--- config.mk ---
export PLATFORM = sky130hd
export DESIGN_NAME = fifo_arbiter_fsm_flat
export DESIGN_NICKNAME = d
export VERILOG_FILES = /design/src/rtl/fifo_arbiter_fsm_if.sv /design/src/rtl/fifo_arbiter_fsm.sv /design/src/flat_wrapper.sv
export SDC_FILE = /design/constraint.sdc
export NUM_CORES = 1
export LEC_CHECK = 0
export CAP_MARGIN = 20
export CORE_MARGIN = 2
export CORE_UTILIZATION = 65
export DETAILED_ROUTE_END_ITERATION = 7
export DONT_BUFFER_PORTS = 1
export PLACE_DENSITY_LB_ADDON = 0.3
export SYNTH_ARGS = -nofsm -noshare
export SYNTH_HDL_FRONTEND = slang
export SYNTH_SLANG_ARGS = --single-unit
--- constraint.sdc ---
create_clock -name clk -period 4.05 [get_ports clk]
set_input_delay 0.6075 -clock clk [delete_from_list [all_inputs] [get_ports clk]]
set_output_delay 0.6075 -clock clk [all_outputs]
set_load 0.005 [all_outputs]
--- src/rtl/fifo_arbiter_fsm_if.sv ---
// fifo_arbiter_fsm_if: bus between the arbiter and the FIFO bank and output mux.
//   fifo_empty/fifo_full/fifo_wr : per-FIFO status and upstream write strobes
//   down_almost_full             : downstream backpressure
//   fifo_rd                      : one-hot read strobe to the bank
//   sel/data_valid               : output mux select and its valid flag
//   full_umbral/empty_umbral     : threshold broadcast to all FIFOs
// master = arbiter side, slave = FIFO bank / mux side.
interface fifo_arbiter_fsm_if #(
    parameter int NUM_FIFOS = 4,
    parameter int UMBRAL_W  = 3
);
    logic [NUM_FIFOS-1:0]         fifo_empty;
    logic [NUM_FIFOS-1:0]         fifo_full;
    logic [NUM_FIFOS-1:0]         fifo_wr;
    logic                         down_almost_full;
    logic [NUM_FIFOS-1:0]         fifo_rd;
    logic [$clog2(NUM_FIFOS)-1:0] sel;
    logic                         data_valid;
    logic [UMBRAL_W-1:0]          full_umbral;
    logic [UMBRAL_W-1:0]          empty_umbral;

    modport master (
        input  fifo_empty, fifo_full, fifo_wr, down_almost_full,
        output fifo_rd, sel, data_valid, full_umbral, empty_umbral
    );

    modport slave (
        output fifo_empty, fifo_full, fifo_wr, down_almost_full,
        input  fifo_rd, sel, data_valid, full_umbral, empty_umbral
    );
endinterface

--- src/rtl/fifo_arbiter_fsm.sv ---
// fifo_arbiter_fsm: control for a bank of four FIFOs sharing one downstream path.
// Programs thresholds in INIT, sequences RESET/INIT/IDLE/ACTIVE/ERROR, and
// grants reads round-robin among non-empty FIFOs unless downstream is almost full.
// Ports:
//   clk, reset (async, active low)
//   init, full_umbral_in, empty_umbral_in : threshold (re)programming request
//   bus (master)                          : FIFO bank status, read strobe, mux select
//   state, idle, error                    : FSM state and its decodes
//   error_fifo                            : sticky per-FIFO overflow flags
module fifo_arbiter_fsm #(
    parameter int NUM_FIFOS = 4,
    parameter int DATA_W    = 12,
    parameter int UMBRAL_W  = 3
) (
    input  logic                 clk,
    input  logic                 reset,
    input  logic                 init,
    input  logic [UMBRAL_W-1:0]  full_umbral_in,
    input  logic [UMBRAL_W-1:0]  empty_umbral_in,
    fifo_arbiter_fsm_if.master   bus,
    output logic [2:0]           state,
    output logic                 idle,
    output logic                 error,
    output logic [NUM_FIFOS-1:0] error_fifo
);
    localparam logic [2:0] S_RESET  = 3'b000;
    localparam logic [2:0] S_INIT   = 3'b001;
    localparam logic [2:0] S_IDLE   = 3'b010;
    localparam logic [2:0] S_ACTIVE = 3'b011;
    localparam logic [2:0] S_ERROR  = 3'b100;

    localparam int  IDX_W  = $clog2(NUM_FIFOS);
    localparam logic CFG_OK = (NUM_FIFOS == 4) && (DATA_W > 0);

    logic [2:0]           state_nxt;
    logic [IDX_W-1:0]     ptr;
    logic [IDX_W-1:0]     idx;
    logic [IDX_W-1:0]     gnt_idx;
    logic                 gnt;
    logic [NUM_FIFOS-1:0] rd;
    logic [NUM_FIFOS-1:0] ovf_vec;
    logic                 ovf_any;
    logic                 ovf_chk;

    assign ovf_vec = bus.fifo_wr & bus.fifo_full;
    assign ovf_any = |ovf_vec;
    assign ovf_chk = (state == S_INIT) || (state == S_IDLE) || (state == S_ACTIVE);

    // Round-robin search starting at ptr; first non-empty FIFO wins.
    always_comb begin
        rd      = '0;
        gnt     = 1'b0;
        gnt_idx = ptr;
        idx     = ptr;
        if (state == S_ACTIVE && !bus.down_almost_full) begin
            for (int k = 0; k < NUM_FIFOS; k++) begin
                idx = ptr + IDX_W'(k);
                if (!gnt && !bus.fifo_empty[idx]) begin
                    gnt     = 1'b1;
                    gnt_idx = idx;
                    rd[idx] = 1'b1;
                end
            end
        end
    end

    assign bus.fifo_rd = rd;

    always_comb begin
        state_nxt = state;
        case (state)
            S_RESET:  state_nxt = S_INIT;
            S_INIT: begin
                if (ovf_any)    state_nxt = S_ERROR;
                else if (!init) state_nxt = S_IDLE;
            end
            S_IDLE: begin
                if (ovf_any)                 state_nxt = S_ERROR;
                else if (init)               state_nxt = S_INIT;
                else if (!(&bus.fifo_empty)) state_nxt = S_ACTIVE;
            end
            S_ACTIVE: begin
                if (ovf_any)               state_nxt = S_ERROR;
                else if (init)             state_nxt = S_INIT;
                else if (&bus.fifo_empty)  state_nxt = S_IDLE;
            end
            S_ERROR:  state_nxt = S_ERROR;
            default:  state_nxt = S_RESET;
        endcase
    end

    always_ff @(posedge clk or negedge reset) begin
        if (!reset) begin
            state            <= S_RESET;
            bus.full_umbral  <= '0;
            bus.empty_umbral <= '0;
            bus.sel          <= '0;
            bus.data_valid   <= 1'b0;
            error_fifo       <= '0;
            ptr              <= '0;
        end else begin
            state <= state_nxt;
            if (state == S_INIT) begin
                bus.full_umbral  <= full_umbral_in;
                bus.empty_umbral <= empty_umbral_in;
            end
            if (ovf_chk)
                error_fifo <= error_fifo | ovf_vec;
            // Grant issued this cycle lands on the mux next cycle, even if the FSM leaves ACTIVE.
            bus.data_valid <= gnt;
            if (gnt) begin
                bus.sel <= gnt_idx;
                ptr     <= gnt_idx + IDX_W'(1);
            end
        end
    end

    assign idle  = (state == S_IDLE);
    assign error = (state == S_ERROR);

    a_rd_onehot: assert property (@(posedge clk) disable iff (!reset) $onehot0(bus.fifo_rd));
    a_cfg:       assert property (@(posedge clk) CFG_OK);
endmodule

--- src/flat_wrapper.sv ---
// flat-port wrapper written by rule: the top's interface ports become plain ports
module fifo_arbiter_fsm_flat 
#(
    parameter int NUM_FIFOS = 4,
    parameter int DATA_W    = 12,
    parameter int UMBRAL_W  = 3
)
  (clk, reset, init, full_umbral_in, empty_umbral_in, state, idle, error, error_fifo, bus_fifo_empty, bus_fifo_full, bus_fifo_wr, bus_down_almost_full, bus_fifo_rd, bus_sel, bus_data_valid, bus_full_umbral, bus_empty_umbral);
  fifo_arbiter_fsm_if #(.NUM_FIFOS(NUM_FIFOS), .UMBRAL_W(UMBRAL_W)) bus_i ();
  input  logic clk;
  input  logic reset;
  input  logic init;
  input  logic [UMBRAL_W-1:0] full_umbral_in;
  input  logic [UMBRAL_W-1:0] empty_umbral_in;
  output logic [2:0] state;
  output logic idle;
  output logic error;
  output logic [NUM_FIFOS-1:0] error_fifo;
  input wire logic [$bits(bus_i.fifo_empty)-1:0] bus_fifo_empty;
  input wire logic [$bits(bus_i.fifo_full)-1:0] bus_fifo_full;
  input wire logic [$bits(bus_i.fifo_wr)-1:0] bus_fifo_wr;
  input wire logic [$bits(bus_i.down_almost_full)-1:0] bus_down_almost_full;
  output wire logic [$bits(bus_i.fifo_rd)-1:0] bus_fifo_rd;
  output wire logic [$bits(bus_i.sel)-1:0] bus_sel;
  output wire logic [$bits(bus_i.data_valid)-1:0] bus_data_valid;
  output wire logic [$bits(bus_i.full_umbral)-1:0] bus_full_umbral;
  output wire logic [$bits(bus_i.empty_umbral)-1:0] bus_empty_umbral;
  assign bus_i.fifo_empty = bus_fifo_empty;
  assign bus_i.fifo_full = bus_fifo_full;
  assign bus_i.fifo_wr = bus_fifo_wr;
  assign bus_i.down_almost_full = bus_down_almost_full;
  assign bus_fifo_rd = bus_i.fifo_rd;
  assign bus_sel = bus_i.sel;
  assign bus_data_valid = bus_i.data_valid;
  assign bus_full_umbral = bus_i.full_umbral;
  assign bus_empty_umbral = bus_i.empty_umbral;
  fifo_arbiter_fsm #(.NUM_FIFOS(NUM_FIFOS), .DATA_W(DATA_W), .UMBRAL_W(UMBRAL_W)) u_core (.clk(clk), .reset(reset), .init(init), .full_umbral_in(full_umbral_in), .empty_umbral_in(empty_umbral_in), .bus(bus_i), .state(state), .idle(idle), .error(error), .error_fifo(error_fifo));
endmodule
==> out/qor.csv <==
metric,value,unit
postCtsHoldBufs,0,
period_share,86.4,%
reg2regPathDepth,7,
netlist_area,1230,um^2
syn2layout_area_growth,2.94,%
pre_cts_ws,0.838,ns
nets,142,
reg2reg_to,u_core.ptr[1],
syn_inst,109,
finalClockSkew,0.00145,ns
antenna_found_initial,0,
synth_cell_types,36,
startpoint_type,flip-flop,
syn-num-nets,139,
firstDrtPassIters,4,
required,3.44,ns
cts_root_buf,clkbuf_4,
hp-start,full_umbral_in[1],
grt_usage,21.5,%
final_util,71.9,%
clkTransAtPathRegs,0.09,ns
reg2reg_setup_slack,1.09,ns
critPathCaptureType,primary output,
fin_crit,3.50,ns
die_w,47.5,um
drc,0,
ant_nets,0,
route.vias.total,903,
dieArea,2260,um^2
hp-class,input pin to flip-flop,
cts_buffer_depth,2,
critPathArrivalTime,2.89,ns
wl_per_cell,17.7,um
yosys_most_used_dff,dfrtp_1,
slew_headroom,47.6,%
max-cap-violations,0,
syn_avg_cell_area,11.3,um^2
async_flop_share,100,%
whs_endpoint,u_core.bus.full_umbral[1],
maxSlewViolCount,0,
timing.hold.ws,0.476,ns
grt_first_pass_wirelength,3400,um
fp.dieH,47.5,um
ys_ff_latch,18,
drive_above_1_share,20.9,%
worst_pin_slew,0.785,ns
synth.area.top_cells,"dfrtp_1 37%, ha_1 8.1%, mux2_2 7.3%",
ys_top_cells_by_count,"18 x dfrtp_1, 8 x ha_1, 8 x mux2_2",
path_class,flip-flop to primary output,
setup_tns,0,ns
viasPerCell,6.69,
fmax,286,MHz
ys_seq_area_share,36.5,%
yosys.area.top_type,dfrtp_1,
r2r_start,u_core.ptr[0],
coreArea,1760,um^2
power,864,uW
clk_latency,0.27,ns
grt_pass1_vias,827,
finalSetupViolCount,0,
drt-initial-drc-count,13,
hold-path-cell-count,1,
p_per_area,681,nW/um^2
yosysMostFrequentCell,dfrtp_1,
start_util,69.9,%
synth_edf_count,0,
cts.sinks,18,
pin_count,44,
critPathMaxFanout,15,
dp_hpwl,1830,um
h-tree-depth,1,
ys_warn_count,0,
grt_max_degree,19,
ir_drop,0.000409,V
cts_buffers,3,
status,"finished, final reports clean",
cts.repair.resized,0,
fill_cells,129,
antenna-diode-count,0,
p_leak,0.529,nW
synth.top_cell.area_share,36.5,%
post_cts_buffers,0,
gp_routability_congestion,0.893,
portBuffers,0,
rsz0062_at_grt,false,
setup_slack,0.549,ns
globalRouteOverflowTotal,0,
routed_wl,2390,um
finalHoldViolCount,0,
tritoncts,done,
row_count,15,
-- kinds of logic (layout without fill, tap and decap cells) --
kind of cell / after synthesis / after routing / share of synthesized area (%)
adder cells (fa/ha/maj): 8 / 8 / 8.12
AND/OR/NAND/NOR: 25 / 25 / 10.7
AO/OA/AOI/OAI: 31 / 31 / 19.7
multiplexers: 20 / 20 / 21.5
flip-flops: 18 / 18 / 36.5
buffers and inverters: 7 / 8 / 3.45
-- layout make-up --
type	instances	area [um^2]	share of cell area, %
tap	25	31.3	2.47
timing repair buffer	1	10.0	0.789
inverter	4	15.0	1.18
clock buffer	3	22.5	1.78
multi-input combinational	84	739	58.3
sequential	18	450	35.5
-- power by group --
group | total (mW) | switching, mW | internal (mW)
Combinational | 0.454 | 0.235 | 0.219
Sequential | 0.329 | 0.0858 | 0.243
Clock | 0.0803 | 0.0459 | 0.0344
-- state kept, by name (all words and copies together), names as in the netlist --
signal / count
u_core.error_fifo: 4
u_core.bus.empty_umbral: 3
u_core.bus.full_umbral: 3
u_core.state: 3
u_core.bus.sel: 2
u_core.ptr: 2
u_core.bus.data_valid: 1
-- placed cells by master, fill, tap and decap left out, types with 2 or more instances in the layout --
cell type	n
dfrtp_1	18
a31oi_1	2
nand2b_1	2
mux2_2	8
inv_1	4
nor3b_1	2
a22o_1	5
a311oi_1	2
a21oi_1	7
ha_1	8
a31o_2	4
nand2_1	6
mux4_2	4
mux2i_1	7
nor2_1	7
o221ai_1	2
clkbuf_4	3
-- how the worst max path moves through the flow --
stage | slack (ns) | from | endpoint
after floorplan | 1.30 | u_core.ptr[0] | bus_fifo_rd[0]
after global placement | 0.96 | u_core.ptr[0] | bus_fifo_rd[3]
after detailed placement | 0.84 | u_core.ptr[0] | bus_fifo_rd[3]
after CTS | 0.52 | u_core.ptr[0] | bus_fifo_rd[3]
after global routing | 0.29 | u_core.ptr[0] | bus_fifo_rd[2]
final | 0.55 | u_core.ptr[0] | bus_fifo_rd[3]
-- critical path: stages (launching register included) --
cell and delay [ns]:
dfrtp_1 0.71, inv_1 0.29, ha_1 0.48, mux4_2 0.58, nor2_1 0.28, nand2_1 0.09, a21oi_1 0.18
-- metal layers --
metal | GRT usage (%) | wire [um] | share of wire, %
met5 | 0 | 0 | 0
met4 | 9.19 | 25 | 1.0
met3 | 2.64 | 146 | 6.1
met2 | 35.4 | 1210 | 51
met1 | 28.7 | 1000 | 42
-- stage by stage --
stage,cells,instance area [um^2]
finish,135,1270
global placement,131,1240
CTS,134,1260
global route,135,1270
floorplan,109,1230
detailed placement,131,1240
No activity file was read; power rests on OpenSTA's default activity.
